$ cat config.mk
export PLATFORM = sky130hd
export DESIGN_NAME = config_reg_bank
export DESIGN_NICKNAME = d
export VERILOG_FILES = /design/src/rtl/config_reg_bank.sv
export SDC_FILE = /design/constraint.sdc
export NUM_CORES = 1
export LEC_CHECK = 0
export ABC_AREA = 1
export CELL_PAD_IN_SITES_DETAIL_PLACEMENT = 0
export CELL_PAD_IN_SITES_GLOBAL_PLACEMENT = 1
export CORE_MARGIN = 2
export CORE_UTILIZATION = 37
export DETAILED_ROUTE_END_ITERATION = 10
export GPL_TIMING_DRIVEN = 0
export PLACE_DENSITY = 0.76
export SKIP_LAST_GASP = 1
export SYNTH_ARGS = -nofsm -noshare
export SYNTH_HDL_FRONTEND = slang
export SYNTH_SLANG_ARGS = --single-unit
$ cat constraint.sdc
create_clock -name clk -period 2.1 [get_ports clk]
set_input_delay 0.21 -clock clk [delete_from_list [all_inputs] [get_ports clk]]
set_output_delay 0.21 -clock clk [all_outputs]
set_load 0.01 [all_outputs]
$ cat src/rtl/config_reg_bank.sv
// Generic synchronous FIFO used for the response queue.
// Latency: data written at an edge is visible at rd_dat the following cycle.
// Backpressure: caller must not push when count == DEPTH; a pop on empty is ignored.
module sync_fifo #(
  parameter int WIDTH = 8,
  parameter int DEPTH = 2
) (
  input  logic                       clk,
  input  logic                       reset,
  input  logic                       wr_en,
  input  logic [WIDTH-1:0]           wr_dat,
  input  logic                       rd_en,
  output logic [WIDTH-1:0]           rd_dat,
  output logic [$clog2(DEPTH):0]     count
);

  localparam int PW = $clog2(DEPTH);

  logic [WIDTH-1:0] mem [DEPTH];
  logic [PW-1:0]    head;
  logic [PW-1:0]    tail;
  logic             do_rd;

  assign do_rd  = rd_en && (count != '0);
  assign rd_dat = mem[head];

  // Pointer/count bookkeeping and storage; pointers wrap naturally at power-of-2 depth.
  always_ff @(posedge clk or negedge reset) begin
    if (!reset) begin
      head  <= '0;
      tail  <= '0;
      count <= '0;
      for (int i = 0; i < DEPTH; i++) mem[i] <= '0;
    end else begin
      if (wr_en) begin
        mem[tail] <= wr_dat;
        tail      <= tail + PW'(1);
      end
      if (do_rd) head <= head + PW'(1);
      if (wr_en && !do_rd)      count <= count + (PW+1)'(1);
      else if (!wr_en && do_rd) count <= count - (PW+1)'(1);
    end
  end

endmodule

// Configuration register bank: val/rdy write/read requests, one response per request.
// Latency: response valid 1 cycle after acceptance; config_out updates 1 cycle after a write.
// Backpressure: recv_rdy drops while the response FIFO is full, independent of send_rdy.
module config_reg_bank #(
  parameter int                      ADDR_SIZE    = 4,
  parameter int                      PAYLOAD_SIZE = 8,
  parameter int                      BASE_ADDR    = 0,
  parameter int                      NUM_REGS     = 4,
  parameter int                      RESP_DEPTH   = 2,
  parameter logic [PAYLOAD_SIZE-1:0] RESET_VAL    = '0
) (
  input  logic                                 clk,
  input  logic                                 reset,
  input  logic                                 recv_val,
  output logic                                 recv_rdy,
  input  logic [ADDR_SIZE+PAYLOAD_SIZE:0]      recv_msg,
  output logic                                 send_val,
  input  logic                                 send_rdy,
  output logic [ADDR_SIZE+PAYLOAD_SIZE:0]      send_msg,
  output logic [NUM_REGS*PAYLOAD_SIZE-1:0]     config_out
);

  localparam int MSG_W = ADDR_SIZE + PAYLOAD_SIZE + 1;
  localparam int CW    = $clog2(RESP_DEPTH) + 1;
  // One extra bit so BASE_ADDR+NUM_REGS == 2^ADDR_SIZE does not wrap to zero.
  localparam logic [ADDR_SIZE:0] LO_ADDR = (ADDR_SIZE+1)'(BASE_ADDR);
  localparam logic [ADDR_SIZE:0] HI_ADDR = (ADDR_SIZE+1)'(BASE_ADDR + NUM_REGS);

  logic [PAYLOAD_SIZE-1:0] regs [NUM_REGS];

  logic [ADDR_SIZE-1:0]    req_addr;
  logic                    req_op;
  logic [PAYLOAD_SIZE-1:0] req_payload;
  logic [ADDR_SIZE:0]      addr_ext;
  logic [ADDR_SIZE:0]      idx;
  logic                    hit;
  logic                    accept;
  logic [NUM_REGS-1:0]     sel;
  logic [PAYLOAD_SIZE-1:0] rd_data;
  logic [PAYLOAD_SIZE-1:0] resp_data;
  logic [MSG_W-1:0]        resp_msg;
  logic [MSG_W-1:0]        head_msg;
  logic [CW-1:0]           count;

  assign req_addr    = recv_msg[MSG_W-1:PAYLOAD_SIZE+1];
  assign req_op      = recv_msg[PAYLOAD_SIZE];
  assign req_payload = recv_msg[PAYLOAD_SIZE-1:0];

  assign addr_ext = {1'b0, req_addr};
  assign hit      = (addr_ext >= LO_ADDR) && (addr_ext < HI_ADDR);
  assign idx      = addr_ext - LO_ADDR;

  assign recv_rdy = (count < CW'(RESP_DEPTH));
  assign accept   = recv_val && recv_rdy;

  // Decode the target register and fetch its pre-write contents for reads.
  always_comb begin
    sel     = '0;
    rd_data = '0;
    for (int i = 0; i < NUM_REGS; i++) begin
      if (hit && (idx == (ADDR_SIZE+1)'(i))) begin
        sel[i]  = 1'b1;
        rd_data = regs[i];
      end
    end
  end

  assign resp_data = !hit ? '0 : (req_op ? req_payload : rd_data);
  assign resp_msg  = {req_addr, hit, resp_data};

  // Register writes on an accepted write hit; misses leave the bank untouched.
  always_ff @(posedge clk or negedge reset) begin
    if (!reset) begin
      for (int i = 0; i < NUM_REGS; i++) regs[i] <= RESET_VAL;
    end else begin
      for (int i = 0; i < NUM_REGS; i++) begin
        if (accept && req_op && sel[i]) regs[i] <= req_payload;
      end
    end
  end

  sync_fifo #(
    .WIDTH (MSG_W),
    .DEPTH (RESP_DEPTH)
  ) u_resp_fifo (
    .clk    (clk),
    .reset  (reset),
    .wr_en  (accept),
    .wr_dat (resp_msg),
    .rd_en  (send_val && send_rdy),
    .rd_dat (head_msg),
    .count  (count)
  );

  assign send_val = (count != '0);
  // Force zero when empty so stale FIFO storage never appears on the bus.
  assign send_msg = send_val ? head_msg : '0;

  for (genvar g = 0; g < NUM_REGS; g++) begin : g_cfg
    assign config_out[g*PAYLOAD_SIZE +: PAYLOAD_SIZE] = regs[g];
  end

endmodule

## Word-level counts from Yosys, hierarchy flattened

Cells that the tools add are included.
W data, S select, Z words.

| storage, ports and cells | value |
|---|---|
| flip-flop bits (word level) | 62 |

| cells by class | value |
|---|---|
| add/subtract/negate cells | 4 |
| magnitude comparators | 6 |
| equality and inequality tests | 3 |
| muxes and demuxes | 19 |
| bitwise logic cells | 2 |
| reductions and logical operators | 21 |

Operators by type and width:

| kind | count |
|---|---|
| $mux W13 | 5 |
| $mux W8 | 6 |
| $bwmux W26 | 1 |
| $logic_and A1 B1 Y1 | 16 |
| $demux W13 S1 | 1 |
| $eq A4 B2 Y1 const B | 2 |
| $logic_not A5 Y1 | 1 |
| $eq A4 B1 Y1 const B | 1 |
| $ge A2 B2 Y1 const B | 2 |
| $ge A4 B1 Y1 const B | 1 |
| $lt A4 B3 Y1 const B | 1 |
| $mux W1 | 4 |
| $mux W2 | 2 |
| $not A1 Y2 | 2 |
| $reduce_bool A2 Y1 | 2 |
| $add A1 B1 Y1 const B | 2 |
| $add A2 B1 Y2 const B | 1 |
| $logic_not A1 Y1 | 2 |
| $lt A2 B1 Y1 const B | 1 |
| $lt A2 B2 Y1 const B | 1 |
| $sub A2 B1 Y2 const B | 1 |

## Longest topological paths before layout

| logic depth | value |
|---|---|
| depth in word-level cells | 10 |
| mapped depth | 10 |
| mapped depth without buffers | 10 |

## Hierarchy

Synthesis repeated with hierarchy kept, for this count alone.

| second synthesis, totals | value |
|---|---|
| cells, all modules | 400 |
| area, all modules | 3,300.7 um^2 |

By module, submodules not included:

| module | times used | cells an instance | area an instance (um^2) | seq. area each (um^2) |
|---|---|---|---|---|
| config_reg_bank | 1 | 237 | 1,919.3 | 800.8 |
| sync_fifo | 1 | 163 | 1,381.3 | 750.7 |

## Worst setup path after synthesis

No wires, ideal clock.

| path | value |
|---|---|
| path type | register to register |
| from | reg u_resp_fifo.count[0] |
| to | reg u_resp_fifo.count[1] |
| arrival time | 1.394 ns |
| data required time | 1.969 ns |
| setup slack | 0.575 ns |
| cell stages (with the launch flop) | 8 |
| path buffers | 0 |
| clock period less this slack | 1.525 ns |
| cell sequence | dfrtp_1 nor2_1 inv_1 nand2_1 ha_1 a21oi_1 o21ai_0 xor2_1 |

| on the way | value |
|---|---|
| cells in the longest elaborated chain, start to end | 6 |
| elaborated cells on any way between the ends | 14 |

Ends and longest elaborated chain:

| what | line | source |
|---|---|---|
| start: declaration | 14 | `output logic [$clog2(DEPTH):0] count` |
| start signal: assignment | 40 | `if (wr_en && !do_rd) count <= count + (PW+1)'(1);` |
| start signal: assignment | 41 | `else if (!wr_en && do_rd) count <= count - (PW+1)'(1);` |
| $reduce_bool A2 Y1 (*) | 141 | `assign send_val = (count != '0);` |
| named net send_val | 63 | `output logic send_val,` |
| $logic_and A1 B1 Y1 | 136 | `.rd_en (send_val && send_rdy),` |
| $logic_and A1 B1 Y1 (*) | 24 | `assign do_rd = rd_en && (count != '0);` |
| $logic_not A1 Y1 | 40 |  |
| $logic_and A1 B1 Y1 | 40 |  |
| $mux W2 or $reduce_bool A2 Y1 (tied branches) | -- |  |

Mark *: on every way through the listed nets, which the timed path passes. The rest lies on a longest branch. The select of a mux whose other input is x is not followed.
A chain may end at the register's enable or synchronous reset.

## Worst setup path after layout

| path | value |
|---|---|
| from | reg u_resp_fifo.head |
| to | out send_msg[11] |

| on the way | value |
|---|---|
| cells in the longest elaborated chain, start to end | 5 |

Ends and longest elaborated chain:

| what | line | source |
|---|---|---|
| start: declaration | 20 | `logic [PW-1:0] head;` |
| start signal: assignment | 39 | `if (do_rd) head <= head + PW'(1);` |
| $not A1 Y2 (implied by the code) | 25 | `assign rd_dat = mem[head];` |
| $mux W13 (implied by the code) (3 in series) | 25 |  |
| $mux W13 | 143 | `assign send_msg = send_val ? head_msg : '0;` |
| end: declaration | 65 | `output logic [ADDR_SIZE+PAYLOAD_SIZE:0] send_msg,` |

No other way between the ends. The select of a mux whose other input is x is not followed.

==> out/metrics.sh <==
YS_SEQ_ELEMENTS=62
WL_PER_CELL_UM=14.55
SYNTH-WARNING-COUNT=0
SYNTH.TOP_CELLS.BY_AREA='sky130_fd_sc_hd__dfrtp_1 (51%), sky130_fd_sc_hd__nand2_1 (16%), sky130_fd_sc_hd__nand3_1 (5.6%), sky130_fd_sc_hd__o21ai_0 (5.6%), sky130_fd_sc_hd__a21oi_1 (4.6%)'
FINALINSTANCEAREA_MM2=0.004051
FIRST_ITER_VIOLATIONS=109
CLOCK_TREE.ROOT_CELL='sky130_fd_sc_hd__clkbuf_8'
FINISH.NET_COUNT=475
CLOCK_LATENCY_NS=0.35
GRT_START_MAX_NET_PINS=63
TIMING.CRITICAL_PATH.REQUIRED_NS=1.89
SYNTH_LARGEST_AREA_CELL='sky130_fd_sc_hd__dfrtp_1'
TRITONCTS_CLOCK_TREE='yes'
POST_SYNTH_INSTANCE_AREA_MM2=0.003037
TIMING.FINAL.SETUP_VIOLATIONS=0
HOLD_PATH.CLASS='input pin to flop'
TIMING.FINAL.CRIT_SHARE_PCT=94.97
TOTAL_POWER_mW=4.949
FLOORPLAN.INITIALDENSITY_PCT=37.52
ROWS=33
DIEAREA_MM2=0.008948
LAYOUT_MIN_CYCLE_TIME_NS=1.994
ROUTABILITYCONGESTION=0.7544
CRIT_PATH_MAX_FANOUT=10
AREAGROWTHSYNTHTOFINISH_PCT=33.42
P_LEAK_nW=2.071
POST_DRT_VIA_CELL_RATIO=4.727
SLEW_VIOLATIONS=0
ROUTE.VIAS.TOTAL=2680
ANT_NETS=0
CTS_MAX_LEVEL=3
DIE-WIDTH_UM=94.60
PORT_BUFFERS=62
CHIP_HEIGHT_UM=94.60
GRT_FIRST_PASS_WIRELENGTH_MM=13.39
CLKSLEWWORSTSETUPHOLDPATHS_NS=0.07
TOTAL_NUMBER_OF_CLOCK_TREE_SINKS=62
SLEW_AT_THE_PIN_CLOSEST_TO_ITS_MAX_SLEW_LIMIT_NS=0.7901
SYNTH_SEQUENTIAL_AREA_RATIO_PCT=51.09
GRT.TOTAL_USAGE_PCT=19.91
SYNTHESIS.AREA_PER_INSTANCE_UM2=7.929
ANTENNADIODECOUNT=0
TIMING.SETUP.CRITICAL_PATH_CLASS='flop to output pin'
ACCUMULATED_NEGATIVE_SETUP_SLACK_NS=0
CTS.PATH.MAX_BUFFERS=2
VDD_DROP_MAX_uV=541.6
LAYOUT.AREA.SEQ_MM2=0.001551
NUMCTSBUFFERS=9
DETAILEDPLACEMENTHPWL_MM=5.872
POST-SYNTH-TOP-AREA-FRACTION_PCT=51.09
FILLERINSTANCES=814
YS_TYPES=26
GLOBALROUTE.TOTALOVERFLOW=0
DRT-PASS1-ITER-COUNT=4
POSTROUTEWIRELENGTH_MM=8.252
MULTI_INPUT_GATE_AREA_MM2=0.001226
TIMING_HOLD_VIOLATIONS_FINAL=0
CRITPATHARRIVALTIME_NS=1.78
GRT_PASS1_VIAS=2638
FIN_WORST_SKEW_NS=0.01038
SLEW_HEADROOM_PCT=47.33
UNREPAIRED_SETUP_ENDPOINTS_AFTER_GLOBAL_ROUTING='no'
GRT_ANTENNA_BEFORE_REPAIR=0
WORSTSETUPSTARTPOINTTYPE='flop'
IOS=64
FINAL.HOLD.WORST_SLACK_NS=0.2242
OUTCOME='finished clean'
DRC_ERRORS=0
DETAILED_PLACE.AREA_MM2=0.003786
FINAL_CELL_UTILIZATION_OF_THE_CORE_PCT=50.06
MAX-CAP-VIOLATIONS=0
COREAREA_MM2=0.008093
DRIVE_GT1_SHARE_PCT=9.957
CELLPOWERDENSITY_mW_PER_MM2=1221
SYNTH_FP_NETS=401
MAXCLOCKFREQUENCY_GHz=0.5014
CP-END-KIND='output pin'
POSTSYNTHCELLCOUNT=383
-- flip-flops by register name, indices dropped and copies added (netlist names) --
name and count:
u_resp_fifo.tail 1, u_resp_fifo.head 1, u_resp_fifo.mem 26, u_resp_fifo.count 2
config_out 32
-- Yosys cell counts, drive strengths merged --
library cell and instances:
a21oi 30, and3 1, buf 10, clkbuf 3, clkinv 2, dfrtp 62, ha 1, inv 39
nand2 132, nand3 36, nor2 29, o21ai 35, xnor2 1, xor2 2
-- per-stage QoR --
stage / cells / worst slack (ns)
after global routing: 567 / 0.009563
after detailed placement: 550 / 0.05819
after floorplan: 383 / 0.5747
final: 567 / 0.1056
after CTS: 567 / 0.01083
after global placement: 550 / -1.251
-- final timing paths --
check / from / end / slack [ns] / depth (start not counted)
max in group asynchronous: reset / config_out[11] / 1.09 / 2
hold / removal: recv_msg[8] / u_resp_fifo.mem[0] / 0.22 / 4
min in group asynchronous: reset / u_resp_fifo.count[1] / 0.49 / 2
hold reg to reg: u_resp_fifo.mem[0] / u_resp_fifo.mem[0] / 0.48 / 2
setup reg to reg: u_resp_fifo.count[0] / u_resp_fifo.count[1] / 0.50 / 7
setup / recovery: u_resp_fifo.head / send_msg[11] / 0.11 / 5
-- worst max-delay path: stages, from the launching register on --
cell                              delay (ns)
sky130_fd_sc_hd__dfrtp_1                0.43
sky130_fd_sc_hd__inv_2                  0.12
sky130_fd_sc_hd__clkbuf_8               0.18
sky130_fd_sc_hd__nand2_1                0.06
sky130_fd_sc_hd__a21oi_1                0.11
sky130_fd_sc_hd__clkdlybuf4s50_1        0.54
-- cell type report --
cell class	count	share of cell area (%)
clock inverter	4	1.729
buffer	13	3.027
inverter	41	3.860
clock buffer	12	3.582
sequential	62	38.30
timing repair buffer	63	16.00
tap	105	3.243
multi-input combinational	267	30.27
-- layer usage --
metal	GRT usage [%]	wire (µm)
met1	27.57	3965
met2	31.37	3770
met3	3.432	393
met4	7.488	123
met5	0	0
-- cells by family after synthesis --
family	Yosys count	share of synthesized area, %
compound gates	65	10.96
xor+xnor	3	0.8654
fa+ha+maj	1	0.4120
buf+inv	54	8.611
flops	62	51.09
simple gates	198	28.06
-- power breakdown --
part / internal (mW) / switching, mW / total (mW)
registers: 1.62 / 0.310 / 1.93
logic: 0.931 / 0.936 / 1.87
clock network: 0.698 / 0.456 / 1.15
-- cell usage in the layout (no fill, tap or decap), types with 3 or more instances in the layout --
| master | Yosys | layout |
|---|---|---|
| sky130_fd_sc_hd__a21oi_1 | 28 | 28 |
| sky130_fd_sc_hd__nor2_1 | 24 | 23 |
| sky130_fd_sc_hd__o21ai_0 | 34 | 34 |
| sky130_fd_sc_hd__clkdlybuf4s50_1 | 0 | 53 |
| sky130_fd_sc_hd__buf_2 | 3 | 3 |
| sky130_fd_sc_hd__inv_1 | 34 | 33 |
| sky130_fd_sc_hd__buf_6 | 5 | 5 |
| sky130_fd_sc_hd__nand2_1 | 130 | 130 |
| sky130_fd_sc_hd__dfrtp_1 | 62 | 62 |
| sky130_fd_sc_hd__inv_2 | 4 | 5 |
| sky130_fd_sc_hd__nor2_2 | 2 | 3 |
| sky130_fd_sc_hd__dlymetal6s2s_1 | 0 | 8 |
| sky130_fd_sc_hd__nand3_1 | 34 | 34 |
| sky130_fd_sc_hd__clkbuf_8 | 0 | 11 |
-- timing repair --
action,CTS,global route
endpoints found under the setup margin,11,10
endpoints found under the hold margin,36,0
hold buffers,1,0
gates resized for setup,8,9
buffers inserted,0,0
No activity file was read; power rests on OpenSTA's default activity.
